[config.mk]
export PLATFORM = sky130hd
export DESIGN_NAME = fft_size_factor_flat
export DESIGN_NICKNAME = d
export VERILOG_FILES = /design/src/rtl/fft_size_factor_pkg.sv /design/src/rtl/fft_size_factor_if.sv /design/src/rtl/fft_size_factor_pow_lut.sv /design/src/rtl/fft_size_factor.sv /design/src/flat_wrapper.sv
export SDC_FILE = /design/constraint.sdc
export NUM_CORES = 1
export LEC_CHECK = 0
export BUFFER_PORTS_ARGS = -buffer_cell sky130_fd_sc_hd__buf_2
export CAP_MARGIN = 40
export CORE_MARGIN = 5
export CORE_UTILIZATION = 60
export CTS_BUF_LIST = sky130_fd_sc_hd__clkbuf_2 sky130_fd_sc_hd__clkbuf_4 sky130_fd_sc_hd__clkbuf_8
export DETAILED_ROUTE_END_ITERATION = 7
export GPL_ROUTABILITY_DRIVEN = 0
export PLACE_DENSITY = 0.77
export SYNTH_ARGS = -nofsm -noshare
export SYNTH_HDL_FRONTEND = slang
export SYNTH_SLANG_ARGS = --single-unit
export TNS_END_PERCENT = 20
[constraint.sdc]
create_clock -name clk -period 17.06 [get_ports clk]
set_input_delay 5.118 -clock clk [delete_from_list [all_inputs] [get_ports clk]]
set_output_delay 5.118 -clock clk [all_outputs]
set_load 0.03 [all_outputs]
[src/rtl/fft_size_factor_pkg.sv]
// Shared types and limits for the DFT-size factoriser (2^a * 3^b * 5^c).
// The power outputs exist only when FFT_FACTOR_POW_OUT_EN is defined.
package fft_pkg;

  typedef enum logic [2:0] {
    ST_IDLE = 3'd0,
    ST_DIV2 = 3'd1,
    ST_DIV3 = 3'd2,
    ST_DIV5 = 3'd3,
    ST_FIN  = 3'd4
  } fsm_state_e;

  localparam int STAGE2_W = 4;
  localparam int STAGE3_W = 3;
  localparam int STAGE5_W = 2;

  // Internal counters are wide enough for any N <= 4095, so they never wrap.
  localparam int CNT2_W = 4;
  localparam int CNT3_W = 3;
  localparam int CNT5_W = 3;

  localparam logic [CNT2_W-1:0] STAGE2_MIN = 4'd2;
  localparam logic [CNT2_W-1:0] STAGE2_MAX = 4'd8;
  localparam logic [CNT3_W-1:0] STAGE3_MAX = 3'd5;
  localparam logic [CNT5_W-1:0] STAGE5_MAX = 3'd2;

  localparam int POW2_W   = 9;
  localparam int POW3X5_W = 8;

endpackage

[src/rtl/fft_size_factor_if.sv]
// Request/result bundle of the factoriser; master issues sizes, slave factorises.
// pow2/pow3x5 are present only when FFT_FACTOR_POW_OUT_EN is defined.
interface fft_size_factor_if #(
  parameter int N_W = 12
);
  import fft_pkg::*;

  logic                start;
  logic [N_W-1:0]      size_n;
  logic                busy;
  logic                done;
  logic                error;
  logic [STAGE2_W-1:0] stage2;
  logic [STAGE3_W-1:0] stage3;
  logic [STAGE5_W-1:0] stage5;
`ifdef FFT_FACTOR_POW_OUT_EN
  logic [POW2_W-1:0]   pow2;
  logic [POW3X5_W-1:0] pow3x5;
`endif

  modport master (
    output start, size_n,
    input  busy, done, error, stage2, stage3, stage5
`ifdef FFT_FACTOR_POW_OUT_EN
    , input pow2, pow3x5
`endif
  );

  modport slave (
    input  start, size_n,
    output busy, done, error, stage2, stage3, stage5
`ifdef FFT_FACTOR_POW_OUT_EN
    , output pow2, pow3x5
`endif
  );

endinterface

[src/rtl/fft_size_factor_pow_lut.sv]
// Combinational exponent-to-power lookup: 2^a and 3^b * 5^c (truncated to the port width).
// Instantiated by fft_size_factor only when FFT_FACTOR_POW_OUT_EN is defined.
module fft_pow_lut
  import fft_pkg::*;
(
  input  logic [STAGE2_W-1:0] exp2_i,
  input  logic [STAGE3_W-1:0] exp3_i,
  input  logic [STAGE5_W-1:0] exp5_i,
  output logic [POW2_W-1:0]   pow2_o,
  output logic [POW3X5_W-1:0] pow3x5_o
);

  logic [POW3X5_W-1:0] p3;
  logic [POW3X5_W-1:0] p5;

  always_comb begin
    p3 = '0;
    p5 = '0;
    case (exp3_i)
      3'd0:    p3 = 8'd1;
      3'd1:    p3 = 8'd3;
      3'd2:    p3 = 8'd9;
      3'd3:    p3 = 8'd27;
      3'd4:    p3 = 8'd81;
      3'd5:    p3 = 8'd243;
      default: p3 = '0;
    endcase
    case (exp5_i)
      2'd0:    p5 = 8'd1;
      2'd1:    p5 = 8'd5;
      2'd2:    p5 = 8'd25;
      default: p5 = '0;
    endcase
  end

  assign pow2_o   = POW2_W'(1) << exp2_i;
  assign pow3x5_o = p3 * p5;

endmodule

[src/rtl/fft_size_factor.sv]
// Sequential factoriser: strips 2s, then 3s, then 5s from N, one factor per cycle.
// Optional pow2/pow3x5 outputs are enabled by defining FFT_FACTOR_POW_OUT_EN.
module fft_size_factor #(
  parameter int N_W = 12
) (
  input  logic               clk,
  input  logic               rst_n,
  fft_size_factor_if.slave   bus
);
  import fft_pkg::*;

  fsm_state_e          state_q, state_d;
  logic [N_W-1:0]      r_q, r_d;
  logic [CNT2_W-1:0]   a_q, a_d;
  logic [CNT3_W-1:0]   b_q, b_d;
  logic [CNT5_W-1:0]   c_q, c_d;
  logic                done_q, done_d;
  logic                error_q, error_d;
  logic [STAGE2_W-1:0] stage2_q, stage2_d;
  logic [STAGE3_W-1:0] stage3_q, stage3_d;
  logic [STAGE5_W-1:0] stage5_q, stage5_d;

  // Constant-divisor quotient/remainder, evaluated combinationally every cycle.
  logic [N_W-1:0] quot3, rem3, quot5, rem5;
  logic           fin_error;

  assign quot3 = N_W'(r_q / 3);
  assign rem3  = N_W'(r_q % 3);
  assign quot5 = N_W'(r_q / 5);
  assign rem5  = N_W'(r_q % 5);

  assign fin_error = (r_q != N_W'(1)) | (a_q < STAGE2_MIN) | (a_q > STAGE2_MAX)
                   | (b_q > STAGE3_MAX) | (c_q > STAGE5_MAX);

`ifdef FFT_FACTOR_POW_OUT_EN
  logic [POW2_W-1:0]   pow2_q, pow2_d, lut_pow2;
  logic [POW3X5_W-1:0] pow3x5_q, pow3x5_d, lut_pow3x5;

  fft_pow_lut u_pow_lut (
    .exp2_i   (a_q),
    .exp3_i   (b_q),
    .exp5_i   (c_q[STAGE5_W-1:0]),
    .pow2_o   (lut_pow2),
    .pow3x5_o (lut_pow3x5)
  );
`endif

  always_comb begin
    // NOTE: every next-state signal gets a default first so no path leaves it unassigned (no latches).
    state_d  = state_q;
    r_d      = r_q;
    a_d      = a_q;
    b_d      = b_q;
    c_d      = c_q;
    done_d   = 1'b0;
    error_d  = error_q;
    stage2_d = stage2_q;
    stage3_d = stage3_q;
    stage5_d = stage5_q;
`ifdef FFT_FACTOR_POW_OUT_EN
    pow2_d   = pow2_q;
    pow3x5_d = pow3x5_q;
`endif
    unique case (state_q)
      ST_IDLE: begin
        if (bus.start) begin
          r_d     = bus.size_n;
          a_d     = '0;
          b_d     = '0;
          c_d     = '0;
          state_d = ST_DIV2;
        end
      end
      ST_DIV2: begin
        if (r_q != '0 && !r_q[0]) begin
          r_d = r_q >> 1;
          a_d = a_q + 1'b1;
        end else begin
          state_d = ST_DIV3;
        end
      end
      ST_DIV3: begin
        if (r_q != '0 && rem3 == '0) begin
          r_d = quot3;
          b_d = b_q + 1'b1;
        end else begin
          state_d = ST_DIV5;
        end
      end
      ST_DIV5: begin
        if (r_q != '0 && rem5 == '0) begin
          r_d = quot5;
          c_d = c_q + 1'b1;
        end else begin
          // Results are registered on entry to FIN so they are valid alongside done.
          state_d  = ST_FIN;
          done_d   = 1'b1;
          error_d  = fin_error;
          stage2_d = fin_error ? '0 : a_q;
          stage3_d = fin_error ? '0 : b_q;
          stage5_d = fin_error ? '0 : c_q[STAGE5_W-1:0];
`ifdef FFT_FACTOR_POW_OUT_EN
          pow2_d   = fin_error ? '0 : lut_pow2;
          pow3x5_d = fin_error ? '0 : lut_pow3x5;
`endif
        end
      end
      ST_FIN:  state_d = ST_IDLE;
      default: state_d = ST_IDLE;
    endcase
  end

  always_ff @(posedge clk or negedge rst_n) begin
    if (!rst_n) begin
      state_q  <= ST_IDLE;
      r_q      <= '0;
      a_q      <= '0;
      b_q      <= '0;
      c_q      <= '0;
      done_q   <= 1'b0;
      error_q  <= 1'b0;
      stage2_q <= '0;
      stage3_q <= '0;
      stage5_q <= '0;
`ifdef FFT_FACTOR_POW_OUT_EN
      pow2_q   <= '0;
      pow3x5_q <= '0;
`endif
    end else begin
      // NOTE: non-blocking so every register samples the pre-edge values computed above.
      state_q  <= state_d;
      r_q      <= r_d;
      a_q      <= a_d;
      b_q      <= b_d;
      c_q      <= c_d;
      done_q   <= done_d;
      error_q  <= error_d;
      stage2_q <= stage2_d;
      stage3_q <= stage3_d;
      stage5_q <= stage5_d;
`ifdef FFT_FACTOR_POW_OUT_EN
      pow2_q   <= pow2_d;
      pow3x5_q <= pow3x5_d;
`endif
    end
  end

  assign bus.busy   = (state_q != ST_IDLE);
  assign bus.done   = done_q;
  assign bus.error  = error_q;
  assign bus.stage2 = stage2_q;
  assign bus.stage3 = stage3_q;
  assign bus.stage5 = stage5_q;
`ifdef FFT_FACTOR_POW_OUT_EN
  assign bus.pow2   = pow2_q;
  assign bus.pow3x5 = pow3x5_q;
`endif

endmodule

[src/flat_wrapper.sv]
// flat-port wrapper written by rule: the top's interface ports become plain ports
module fft_size_factor_flat import fft_pkg::*;
#(
  parameter int N_W = 12
)
  (clk, rst_n, bus_start, bus_size_n, bus_busy, bus_done, bus_error, bus_stage2, bus_stage3, bus_stage5);
  fft_size_factor_if #(.N_W(N_W)) bus_i ();
  input  logic clk;
  input  logic rst_n;
  input wire logic [$bits(bus_i.start)-1:0] bus_start;
  input wire logic [$bits(bus_i.size_n)-1:0] bus_size_n;
  output wire logic [$bits(bus_i.busy)-1:0] bus_busy;
  output wire logic [$bits(bus_i.done)-1:0] bus_done;
  output wire logic [$bits(bus_i.error)-1:0] bus_error;
  output wire logic [$bits(bus_i.stage2)-1:0] bus_stage2;
  output wire logic [$bits(bus_i.stage3)-1:0] bus_stage3;
  output wire logic [$bits(bus_i.stage5)-1:0] bus_stage5;
  assign bus_i.start = bus_start;
  assign bus_i.size_n = bus_size_n;
  assign bus_busy = bus_i.busy;
  assign bus_done = bus_i.done;
  assign bus_error = bus_i.error;
  assign bus_stage2 = bus_i.stage2;
  assign bus_stage3 = bus_i.stage3;
  assign bus_stage5 = bus_i.stage5;
  fft_size_factor #(.N_W(N_W)) u_core (.clk(clk), .rst_n(rst_n), .bus(bus_i));
endmodule
Word-level counts from Yosys, hierarchy flattened:

Index checks and enable logic that the tools add are counted.

* register bits after elaboration: 36
* output and inout bits: 12
* input bits: 15

* bitwise gates (word level): 5
* eq/ne operators: 11
* divide/modulo/power cells: 4
* mux-type cells: 23
* add/sub/neg operators: 3
* $lt $le $gt $ge: 4
* reduce and logical (&&, ||, !) cells: 19

Operator list (count)
* $mux 12: 4
* $pmux 12 s4: 1
* $div 12x2->32 const B: 1
* $div 12x3->32 const B: 1
* $mod 12x2->32 const B: 1
* $mod 12x3->32 const B: 1
* $logic_not 12->1: 2
* $mux 3: 8
* $mux 4: 3
* $ne 12x1->1 const B: 1
* $pmux 3 s2: 2
* $pmux 3 s4: 1
* $reduce_bool 12->1: 1
* $reduce_and 3->1: 3
* $ne 2x2->1 const B: 4
* $pmux 4 s2: 1
* $add 3x1->3 const B: 2
* $eq 3x2->1 const B: 2
* $ne 2x1->1 const B: 3
* $reduce_bool 2->1: 3
* $reduce_and 5->1: 1
* $add 4x1->4 const B: 1
* $gt 4x4->1 const B: 1
* $lt 4x2->1 const B: 1
* 14 further kinds: 20

Longest topological paths before layout:

Gate-level depths: netlist (run 1).

* depth in word-level cells: 6
* depth in mapped cells: 82
* depth with buffers taken out: 79

Worst setup path after synthesis (run 1):

No wires, ideal clock.

* path kind: reg2reg
* start: reg u_core.state_q[1]
* end: reg u_core.r_q[0]
* path buffers: 2
* path slack: -0.435 ns
* cell stages (with the launch flop): 79
* library setup time: 0.128 ns
* arrival time: 17.367 ns
* path through: dfrtp_1 > clkbuf_1 > nand3b_1 > inv_1 > ha_1 > a21oi_1 > nor3_1 > or2_2 > ha_1 > inv_1 > o21ai_0 > nand2_1 > nand2_1 > inv_1 > ha_1 > inv_1 > o21ba_2 > buf_1 > [43 not listed] > and3b_1 > xnor2_1 > inv_1 > ha_1 > ha_1 > o21a_1 > nor3_1 > mux2i_1 > a2111oi_0 > xnor2_1 > ha_1 > a21o_1 > a211o_1 > a2111oi_0 > o2111ai_1 > nor2_1 > o311ai_0 > mux2_1

RTL lines
* start: declaration: line fft_size_factor.sv:12 `fsm_state_e state_q, state_d;`
* start signal: assignment: line fft_size_factor.sv:131 `state_q <= state_d;`
* end signal: assignment: line fft_size_factor.sv:132 `r_q <= r_d;`
* end: declaration: line fft_size_factor.sv:13 `logic [N_W-1:0] r_q, r_d;`

==> results of run 1 <==
## kinds of logic after synthesis
kind of cell	after synthesis	share of synthesized area
AOI/OAI and AO/OA	476	0.366
xor gates and xnor gates	72	0.0682
adders and majority gates	42	0.0562
buffers and inverters	124	0.0554
DFF	36	0.0975
muxes	41	0.0475
and+or+nand+nor	538	0.309
## worst register-to-register path: cells and delay by family (launching register included)
family	cells	cell delay (ns)
compound gates	27	5.94
simple gates	21	4.05
fa+ha+maj	12	3.79
buf+inv	9	0.87
xor+xnor	5	0.75
mux	4	0.65
flops	1	0.36
## flip-flops by register name, summed over array words and instances, names as in the netlist
signal             flops
u_core.bus.done        1
u_core.state_q         3
u_core.bus.stage5      2
u_core.b_q             3
u_core.bus.stage2      4
u_core.bus.error       1
u_core.a_q             4
u_core.c_q             3
u_core.r_q            12
u_core.bus.stage3      3
## per-layer routing
layer,up-vias,global-route usage,part of all wire
li1,5144,-,-
met2,552,0.496,0.47
met5,-,0,0
met3,67,0.0251,0.073
met1,5079,0.399,0.42
met4,0,0.0967,0.029
## path summary, 6_finish.rpt
check	end	slack (ns)	cells past startpoint
min	u_core.bus.stage2[3]$_DFFE_PN0P_	0.48	2
max	u_core.r_q[0]$_DFFE_PN0P_	0.58	78
min reg2reg	u_core.bus.stage2[3]$_DFFE_PN0P_	0.48	2
min in group asynchronous	u_core.bus.done$_DFF_PN0_	4.91	1
max in group asynchronous	u_core.r_q[9]$_DFFE_PN0P_	11.61	1
max reg2reg	u_core.r_q[0]$_DFFE_PN0P_	0.58	78
## cell usage after synthesis (all sizes together), types with 18 or more instances
library cell and count:
ha 35, o21ai 87, and3 18, a211oi 26, mux2i 24, buf 26
a31oi 22, xor2 21, nand4 26, nand2 125, clkbuf 52, nand3 42
nor3 56, xnor2 51, a21o 24, dfrtp 36, a21oi 91, or2 19
nor2 110, inv 44, o211ai 20, nand2b 23
## final cells by class
cell class              count  area (um2)  area share
clock buffers               5        68.8     0.00691
clock inverters             3        42.5     0.00427
inverters                  46         175      0.0176
multi-input cells        1169        8110       0.814
flip-flops and latches     36         901      0.0905
well taps                 188         235      0.0236
repair buffers             65         425      0.0427
## layout by cell type, fill, tap and decap left out, types with 15 or more instances in the layout
| cell | n |
|---|---|
| nand2_1 | 123 |
| nor2_1 | 105 |
| a21oi_1 | 82 |
| o21ai_0 | 80 |
| xnor2_1 | 48 |
| nor3_1 | 47 |
| inv_1 | 42 |
| nand3_1 | 42 |
| buf_4 | 37 |
| dfrtp_1 | 36 |
| ha_1 | 32 |
| buf_2 | 27 |
| nand4_1 | 26 |
| a21o_1 | 24 |
| nand2b_1 | 23 |
| a211oi_1 | 23 |
| mux2i_1 | 22 |
| xor2_1 | 21 |
| a31oi_1 | 21 |
| o211ai_1 | 19 |
| and3_1 | 18 |
| o22ai_1 | 17 |
| or2_2 | 16 |
| nor2b_1 | 15 |
| and2_1 | 15 |
## through the flow
stage,utilization,TNS [ns],std cells
2_1_floorplan,-,0,1329
3_3_place_gp,0.626,-0.0933,1491
3_5_place_dp,0.626,-0.808,1492
4_1_cts,0.637,0,1502
5_1_grt,0.657,-0.425,1512
6_report,0.657,0,1512
## repair_timing
action / in CTS / in global routing
pin swaps: 3 / 16
endpoints found under the setup margin: 1 / 2
buffers inserted: 2 / 9
resized for setup: 7 / 46
hold buffers: 0 / 0
==> metrics.md, run 1 <==
| Metric | Value |
|---|---|
| Drt total wl | 28.4 mm |
| CP startpoint | u_core.state_q[2]$_DFFE_PN0P_ |
| Initial Utilization | 0.610 |
| GRT Residual Overflow | 0 |
| Largest net degree at the start of global routing | 43 |
| Yosys reg bits | 36 |
| Critical path required time | 17.25 ns |
| CP Capture Type | flip-flop |
| Die width | 134 um |
| # diodes | 0 |
| Final setup violation count | 0 |
| Die H | 134 um |
| Vias in the first global route | 9570 |
| Post-layout min period | 16.48 ns |
| Worst Setup Start Kind | flip-flop |
| EDFF count, synth | 0 |
| Max-capacitance violation count | 0 |
| Share of cells above drive strength 1 | 0.137 |
| CTS H-tree lvls | 2 |
| CTS root buffer | clkbuf_8 |
| Final Max Tran Viols | 0 |
| Full die area | 0.0180 mm2 |
| Slew margin rel. | 0.369 |
| WL/cell | 18.8 um |
| Setup Crit Path Kind | flip-flop to flip-flop |
| Synth Flop Type | dfrtp_1 |
| CP max-delay cell | a2111o_1 |
| Pre-CTS WS | -0.808 ns |
| Core area | 0.0151 mm2 |
| # port buffers | 26 |
| Layout filler cell count | 1360 |
| Crit-path leading delay family | compound AO/OA/AOI/OAI gates |
| Total global-route track usage | 0.294 |
| DR vias/cell | 7.17 |
| Initial DRC Count | 1222 |
| Final instance area | 0.00996 mm2 |
| # DRC | 0 |
| Mapped Area | 0.00924 mm2 |
| Leading area contributor after synthesis | dfrtp_1 |
| Row cnt | 45 |
| Syn Area/Cell | 6.95 um2 |
| Max Clock Skew | 0.00848 ns |
| Initial antenna violation count | 0 |
| Post-route worst setup slack | 0.580 ns |
| Hold slack | 0.483 ns |
| CP arrival | 16.67 ns |
| Synth cell types | 103 |
| CTS tree | built |
| Fmax | 0.0607 GHz |
| Layout area overhead | 7.75% |
| Placed standard-cell area | 0.00949 mm2 |
| DPL Wire Length | 20.9 mm |
| YS warnings | 0 |
| Tcrit/Tclk final | 0.966 |
| Area contributors post-synth | dfrtp_1, nand2_1, a21oi_1 |
| I/O pins | 27 |
| Clock Latency Late Sink | 0.30 ns |
| Antenna Nets Post-Route | 0 |
| FF-to-FF Start | u_core.state_q[2]$_DFFE_PN0P_ |
| CTS Buf Count | 5 |
| Hold Crit Start | u_core.bus.stage2[3]$_DFFE_PN0P_ |
| Post-synth ARST share | 1.00 |
| Most used cell, CP | ha_1 |
| Seq/Total Area, Yosys | 0.0975 |
| CP peak stage delay | 0.49 ns |
| Final hold viol count | 0 |
| Crit-path max FO | 7 |
| Actual slew at the worst max-slew pin | 0.935 ns |
| Clock transition at path regs | 0.08 ns |
| Syn nets | 1380 |
| Mapped Cells | 1329 |
| Final nets | 1374 |
| Routed via count | 10.8k |
| Sum of buffers and inverters on the critical path | 9 |
| Outcome | completed |
| Worst Hold Class | flip-flop to flip-flop |
| Clock buffer depth | 2 |
| First-pass GRT wire length | 45.7 mm |
| Share of the synthesized area in the top cell type | 0.0975 |
| 1st-pass router iterations | 6 |
| Clock sink count | 36 |
Power of run 1 is left out: the tool's default activity adds up to more than one toggle a clock period on the data nets, which glitch-free logic cannot reach.
==> run 2: changes to the inputs <==
--- a/config.mk
+++ b/config.mk
@@ -5,6 +5,7 @@
 export SDC_FILE = /design/constraint.sdc
 export NUM_CORES = 1
 export LEC_CHECK = 0
+export ABC_AREA = 1
 export BUFFER_PORTS_ARGS = -buffer_cell sky130_fd_sc_hd__buf_2
 export CAP_MARGIN = 40
 export CORE_MARGIN = 5
==> metrics.md, run 2 <==
| Metric | Value |
|---|---|
| Outcome | completed |
| Tcrit/Tclk final | 0.901 (-0.0653) |
| Final hold viol count | 0 (unchanged) |
| Final std cells w/o fill | 1671 (+11%) |
| Synth Area in XOR/XNOR | 0.0476 (-0.0206) |
| 1st-pass router iterations | 7 (+1) |
| Worst Setup Start Kind | flip-flop |
| Slew margin rel. | 0.390 (+0.0216) |
| CTS root buffer | clkbuf_8 |
| Cell with the most instances after synthesis | nand2_1 |
| Most used cell, CP | nand2_1 |
| Routed via count | 9187 (-15%) |
| Mapped Cells | 1485 (+12%) |
| Largest net degree at the start of global routing | 37 (-14%) |
| Area contributors post-synth | nand2_1, dfrtp_1, nand3_1 |
| Full die area | 0.0162 mm2 (-9.7%) |
| Max-capacitance violation count | 0 (unchanged) |
| Syn nets | 1536 (+11%) |
| Post-synth ARST share | 1.00 (unchanged) |
| Fmax | 0.0651 GHz (+7.3%) |
| Die width | 127 um (-5.0%) |
| Top reg by flops | u_core.r_q |
| Final nets | 1541 (+12%) |
| Vias in the first global route | 8533 (-11%) |
| Row cnt | 43 (-4.4%) |
| CP Capture Type | flip-flop |
| Hold Buf Count CTS | 0 (unchanged) |
| Leading area contributor after synthesis | nand2_1 |
| Share of the synthesized area in the top cell type | 0.224 (+0.127) |
| CP max-delay cell | dfrtp_1 |
| # diodes | 0 (unchanged) |
| GRT Residual Overflow | 0 (unchanged) |
| Synth Flop Type | dfrtp_1 |
| Seq/Total Area, Yosys | 0.109 (+0.0114) |
| Critical path required time | 17.24 ns (about the same) |
| YS warnings | 0 (unchanged) |
| Commonest non-fill, non-tap cells in the layout | nand2_1, inv_1, nand3_1, nor2_1, o21ai_0 |
| Post-layout min period | 15.37 ns (-1.11 ns) |
| # port buffers | 26 (unchanged) |
| Drt total wl | 21.0 mm (-26%) |
| Layout filler cell count | 1360 (unchanged) |
| Initial antenna violation count | 0 (unchanged) |
| Mux contribution to synthesized area | 0 (-0.0475) |
| DPL Wire Length | 16.7 mm (-20%) |
| Crit-path max FO | 18 (+11) |
| Antenna Nets Post-Route | 0 (unchanged) |
| Clock buffer depth | 2 (unchanged) |
| I/O pins | 27 (unchanged) |
| Commonest cells post-synth | nand2_1, inv_1, nand3_1, nor2_1, o21ai_0 |
| Layout area overhead | 3.48% |
| Share of cells above drive strength 1 | 0.108 (-0.0287) |
| CTS H-tree lvls | 2 (unchanged) |
| Clock transition at path regs | 0.08 ns (about the same) |
| Commonest non-fill, non-tap cell in the layout | nand2_1 |
| Clock Latency Late Sink | 0.29 ns (about the same) |
| CTS tree | built |
| Hold slack | 0.476 ns (-0.00700 ns) |
| Main combinational cell family by area after synthesis | simple AND/OR/NAND/NOR gates |
| # DRC | 0 (unchanged) |
| Yosys reg bits | 36 (unchanged) |
| Actual slew at the worst max-slew pin | 0.914 ns (-0.0215 ns) |
| Setup Crit Path Kind | flip-flop to flip-flop |
| Compound-Gate Fraction of Synth Area | 0.103 (-0.263) |
| WL/cell | 12.6 um (-33%) |
| Placed Cells | 1660 (+11%) |
| Clock sink count | 36 (unchanged) |
| Syn Area/Cell | 5.57 um2 (-20%) |
| Worst Hold Class | flip-flop to flip-flop |
| Initial DRC Count | 546 (-55%) |
| Total global-route track usage | 0.262 (-0.0326) |
| First-pass GRT wire length | 36.7 mm (-20%) |
| Synth cell types | 53 (-49%) |
| CP peak stage delay | 0.44 ns (-0.05 ns) |
| Adder-cell share of the synthesized area | 0.0554 (-0.000841) |
| Final setup violation count | 0 (unchanged) |
| Post-route setup TNS | 0 ns (unchanged) |
| EDFF count, synth | 0 (unchanged) |
| Die H | 127 um (-5.0%) |
| CTS Buf Count | 5 (unchanged) |
| DR vias/cell | 5.50 (-23%) |
| Max reg flops | 12 (unchanged) |
| Initial Utilization | 0.603 (-0.00707) |
| Core area | 0.0137 mm2 (-9.4%) |
| Mapped Area | 0.00827 mm2 (-10%) |
| Final Max Tran Viols | 0 (unchanged) |
| Simple-Gate Fraction of Synth Area | 0.557 (+0.248) |
| Max Clock Skew | 0.0103 ns (+0.00179 ns) |
| CP arrival | 15.55 ns (-1.12 ns) |
[run 2: cell count changes after synthesis, sizes merged, moves of 24 or more]
cell	delta
nand2	+399
nor3	-47
inv	+175
a21o	-24
nand3	+147
nand4	+35
mux2i	-24
clkbuf	-46
a211oi	-25
xnor2	-35
nor2	+44
a21oi	-62
[run 2: timing repair]
item                       CTS  global route
setup buffers                0             3
resized for setup            0             1
setup endpoints to repair    0             1
[run 2: final timing paths]
kind,cells past startpoint,to,slack (ns),startpoint
setup / recovery,91,u_core.r_q[0]$_DFFE_PN0P_,1.69,u_core.state_q[1]$_DFFE_PN0P_
hold / removal,2,u_core.bus.stage3[2]$_DFFE_PN0P_,0.48,u_core.bus.stage3[2]$_DFFE_PN0P_
max in group asynchronous,1,u_core.state_q[2]$_DFFE_PN0P_,11.63,rst_n
hold reg to reg,2,u_core.bus.stage3[2]$_DFFE_PN0P_,0.48,u_core.bus.stage3[2]$_DFFE_PN0P_
min in group asynchronous,1,u_core.bus.stage3[1]$_DFFE_PN0P_,4.91,rst_n
setup reg to reg,91,u_core.r_q[0]$_DFFE_PN0P_,1.69,u_core.state_q[1]$_DFFE_PN0P_
[run 2: cells by family after synthesis]
logic type / after synthesis
buffers and inverters: 259
XOR/XNOR: 45
AND/OR/NAND/NOR: 970
flip-flops: 36
adder cells (fa/ha/maj): 36
AO/OA/AOI/OAI: 139
[run 2: metal layers]
layer	wire length (um)	up-vias	share of wire	global-route usage
li1	-	4799	-	-
met1	9550	4142	0.45	0.332
met2	9970	197	0.47	0.464
met3	957	49	0.045	0.0288
met4	566	0	0.027	0.0833
met5	0	-	0	0
[run 2: cell type report]
type	count	area, um2	share of cell area
sequential	36	901	0.105
timing repair buffer	30	160	0.0187
multi-input combinational	1190	6310	0.737
inverter	227	856	0.100
tap	180	225	0.0263
clock inverter	2	35.0	0.00409
clock buffer	6	76.3	0.00892
[run 2: critical path: cells and delay by family, from the launching register on]
family,cells,cell delay [ns]
compound gates,11,1.78
xor+xnor,8,1.72
fa+ha+maj,12,3.49
buf+inv,9,1.13
flops,1,0.44
simple gates,51,6.66
[run 2: through the flow]
| stage | instance area [um2] | setup slack (ns) | utilization |
|---|---|---|---|
| global route | 8560 | -0.0141 | 0.624 |
| global placement | 8420 | 2.14 | 0.614 |
| detailed placement | 8420 | 1.47 | 0.614 |
| CTS | 8530 | 1.47 | 0.622 |
| floorplan | 8270 | 3.63 | - |
| finish | 8560 | 1.69 | 0.624 |
Power of run 2 is left out for the same reason.
==> run 3: changes to the inputs <==
--- a/config.mk
+++ b/config.mk
@@ -8,12 +8,13 @@
 export ABC_AREA = 1
 export BUFFER_PORTS_ARGS = -buffer_cell sky130_fd_sc_hd__buf_2
 export CAP_MARGIN = 40
-export CORE_MARGIN = 5
+export CORE_MARGIN = 3
 export CORE_UTILIZATION = 60
 export CTS_BUF_LIST = sky130_fd_sc_hd__clkbuf_2 sky130_fd_sc_hd__clkbuf_4 sky130_fd_sc_hd__clkbuf_8
 export DETAILED_ROUTE_END_ITERATION = 7
 export GPL_ROUTABILITY_DRIVEN = 0
-export PLACE_DENSITY = 0.77
+export PLACE_DENSITY = 0.79
+export SKIP_CTS_REPAIR_TIMING = 1
 export SYNTH_ARGS = -nofsm -noshare
 export SYNTH_HDL_FRONTEND = slang
 export SYNTH_SLANG_ARGS = --single-unit
==> metrics.md, run 3 (synthesis gave the netlist of run 2 again) <==
| Metric | Value |
|---|---|
| Layout filler cell count | 1309 (-3.8%) |
| Post-route worst setup slack | 1.87 ns (+0.173 ns) |
| Row cnt | 42 (-2.3%) |
| Total global-route track usage | 0.280 (+0.0183) |
| Commonest non-fill, non-tap cells in the layout | nand2_1, inv_1, nand3_1, nor2_1, o21ai_0 |
| Post-layout min period | 15.19 ns (-0.173 ns) |
| Drt total wl | 21.0 mm (about the same) |
| Vias in the first global route | 8206 (-3.8%) |
| Routed via count | 9185 (-0.022%) |
| Max Clock Skew | 0.00728 ns (-0.00300 ns) |
| CP arrival | 15.37 ns (-0.18 ns) |
| Post-route setup TNS | 0 ns (unchanged) |
| First-pass GRT wire length | 36.0 mm (-1.9%) |
| CP peak stage delay | 0.43 ns (about the same) |
| Slew margin rel. | 0.414 (+0.0233) |
| Initial DRC Count | 579 (+6.0%) |
| Final nets | 1547 (+0.39%) |
| Largest net degree at the start of global routing | 37 (unchanged) |
| Crit-path max FO | 18 (unchanged) |
| Pre-CTS WS | 1.47 ns (+0.000380 ns) |
| Worst Setup Start Kind | flip-flop |
| I/O pins | 27 (unchanged) |
| Clock buffer depth | 2 (unchanged) |
| Share of cells above drive strength 1 | 0.112 (+0.00358) |
| Die width | 123 um (-3.1%) |
| DPL Wire Length | 16.7 mm (about the same) |
| Antenna Nets Post-Route | 0 (unchanged) |
| Layout area overhead | 3.96% |
| CTS Buf Count | 5 (unchanged) |
| Final hold viol count | 0 (unchanged) |
| Initial Utilization | 0.620 (+0.0168) |
| Clock Latency Late Sink | 0.29 ns (about the same) |
| Sum of buffers and inverters on the critical path | 9 (unchanged) |
| Actual slew at the worst max-slew pin | 0.879 ns (-0.0349 ns) |
| Clock transition at path regs | 0.08 ns (about the same) |
| Unrepaired setup endpoints after global routing | no |
| # diodes | 0 (unchanged) |
| Crit-path leading delay family | simple AND/OR/NAND/NOR gates |
| Top reg by flops | u_core.r_q |
| 1st-pass router iterations | 5 (-2) |
| Final Max Tran Viols | 0 (unchanged) |
| Die H | 123 um (-3.1%) |
| Worst Hold Class | flip-flop to flip-flop |
| Setup Crit Path Kind | flip-flop to flip-flop |
| CTS H-tree lvls | 2 (unchanged) |
| Most used cell, CP | nand2_1 |
| CTS root buffer | clkbuf_8 |
| CTS tree | built |
| Clock sink count | 36 (unchanged) |
| Initial antenna violation count | 0 (unchanged) |
| # port buffers | 26 (unchanged) |
| Core area | 0.0133 mm2 (-2.7%) |
| Full die area | 0.0152 mm2 (-6.2%) |
| DR vias/cell | 5.49 (-0.14%) |
| Commonest non-fill, non-tap cell in the layout | nand2_1 |
| WL/cell | 12.6 um (-0.11%) |
| CP max-delay cell | dfrtp_1 |
| Tcrit/Tclk final | 0.891 (-0.0102) |
| GRT Residual Overflow | 0 (unchanged) |
| Max-capacitance violation count | 0 (unchanged) |
| Final setup violation count | 0 (unchanged) |
| Max reg flops | 12 (unchanged) |
| Outcome | completed |
| # DRC | 0 (unchanged) |
| Critical path required time | 17.24 ns (about the same) |
| Fmax | 0.0658 GHz (+1.1%) |
| CP Capture Type | flip-flop |
run 3: worst register-to-register path, delay by kind of cell (launching register included):
family	cells	cell delay, ns
xor+xnor	8	1.72
flops	1	0.43
compound gates	11	1.78
buf+inv	9	1.03
fa+ha+maj	12	3.44
simple gates	51	6.69
run 3: worst paths after layout:
path                                                from                                to  slack [ns]  cells after the start
max                        u_core.state_q[1]$_DFFE_PN0P_         u_core.r_q[0]$_DFFE_PN0P_        1.87                     91
min                            u_core.a_q[3]$_DFFE_PN0P_  u_core.bus.stage2[3]$_DFFE_PN0P_        0.48                      2
max reg2reg                u_core.state_q[1]$_DFFE_PN0P_         u_core.r_q[0]$_DFFE_PN0P_        1.87                     91
min reg2reg                    u_core.a_q[3]$_DFFE_PN0P_  u_core.bus.stage2[3]$_DFFE_PN0P_        0.48                      2
max in group asynchronous                          rst_n     u_core.state_q[2]$_DFFE_PN0P_       11.64                      1
min in group asynchronous                          rst_n  u_core.bus.stage3[2]$_DFFE_PN0P_        4.91                      1
run 3: layer usage:
metal  global-route usage  routed length (um)  vias to the layer above  share of wire
met3               0.0183                 939                       44          0.045
met5                    0                   0                        -              0
met2                0.490                9920                      203           0.47
met4               0.0754                 562                        0          0.027
met1                0.373                9620                     4123           0.46
li1                     -                   -                     4815              -
run 3: metrics by stage:
step,instance area (um2),cells,utilization,hold WS [ns]
finish,8600,1673,0.644,0.482
global route,8600,1673,0.644,0.503
CTS,8530,1664,0.639,0.483
detailed placement,8420,1656,0.631,0.460
global placement,8420,1656,0.631,0.459
floorplan,8270,1485,-,0.442
run 3: layout make-up:
type,instances,area [um2],share of cell area
Sequential cell,36,901,0.105
Timing Repair Buffer,36,205,0.0239
Multi-Input combinational cell,1190,6310,0.733
Tap cell,176,220,0.0256
Clock inverter,3,42.5,0.00495
Inverter,227,856,0.0995
Clock buffer,5,68.8,0.00800
Power of run 3 is left out for the same reason.
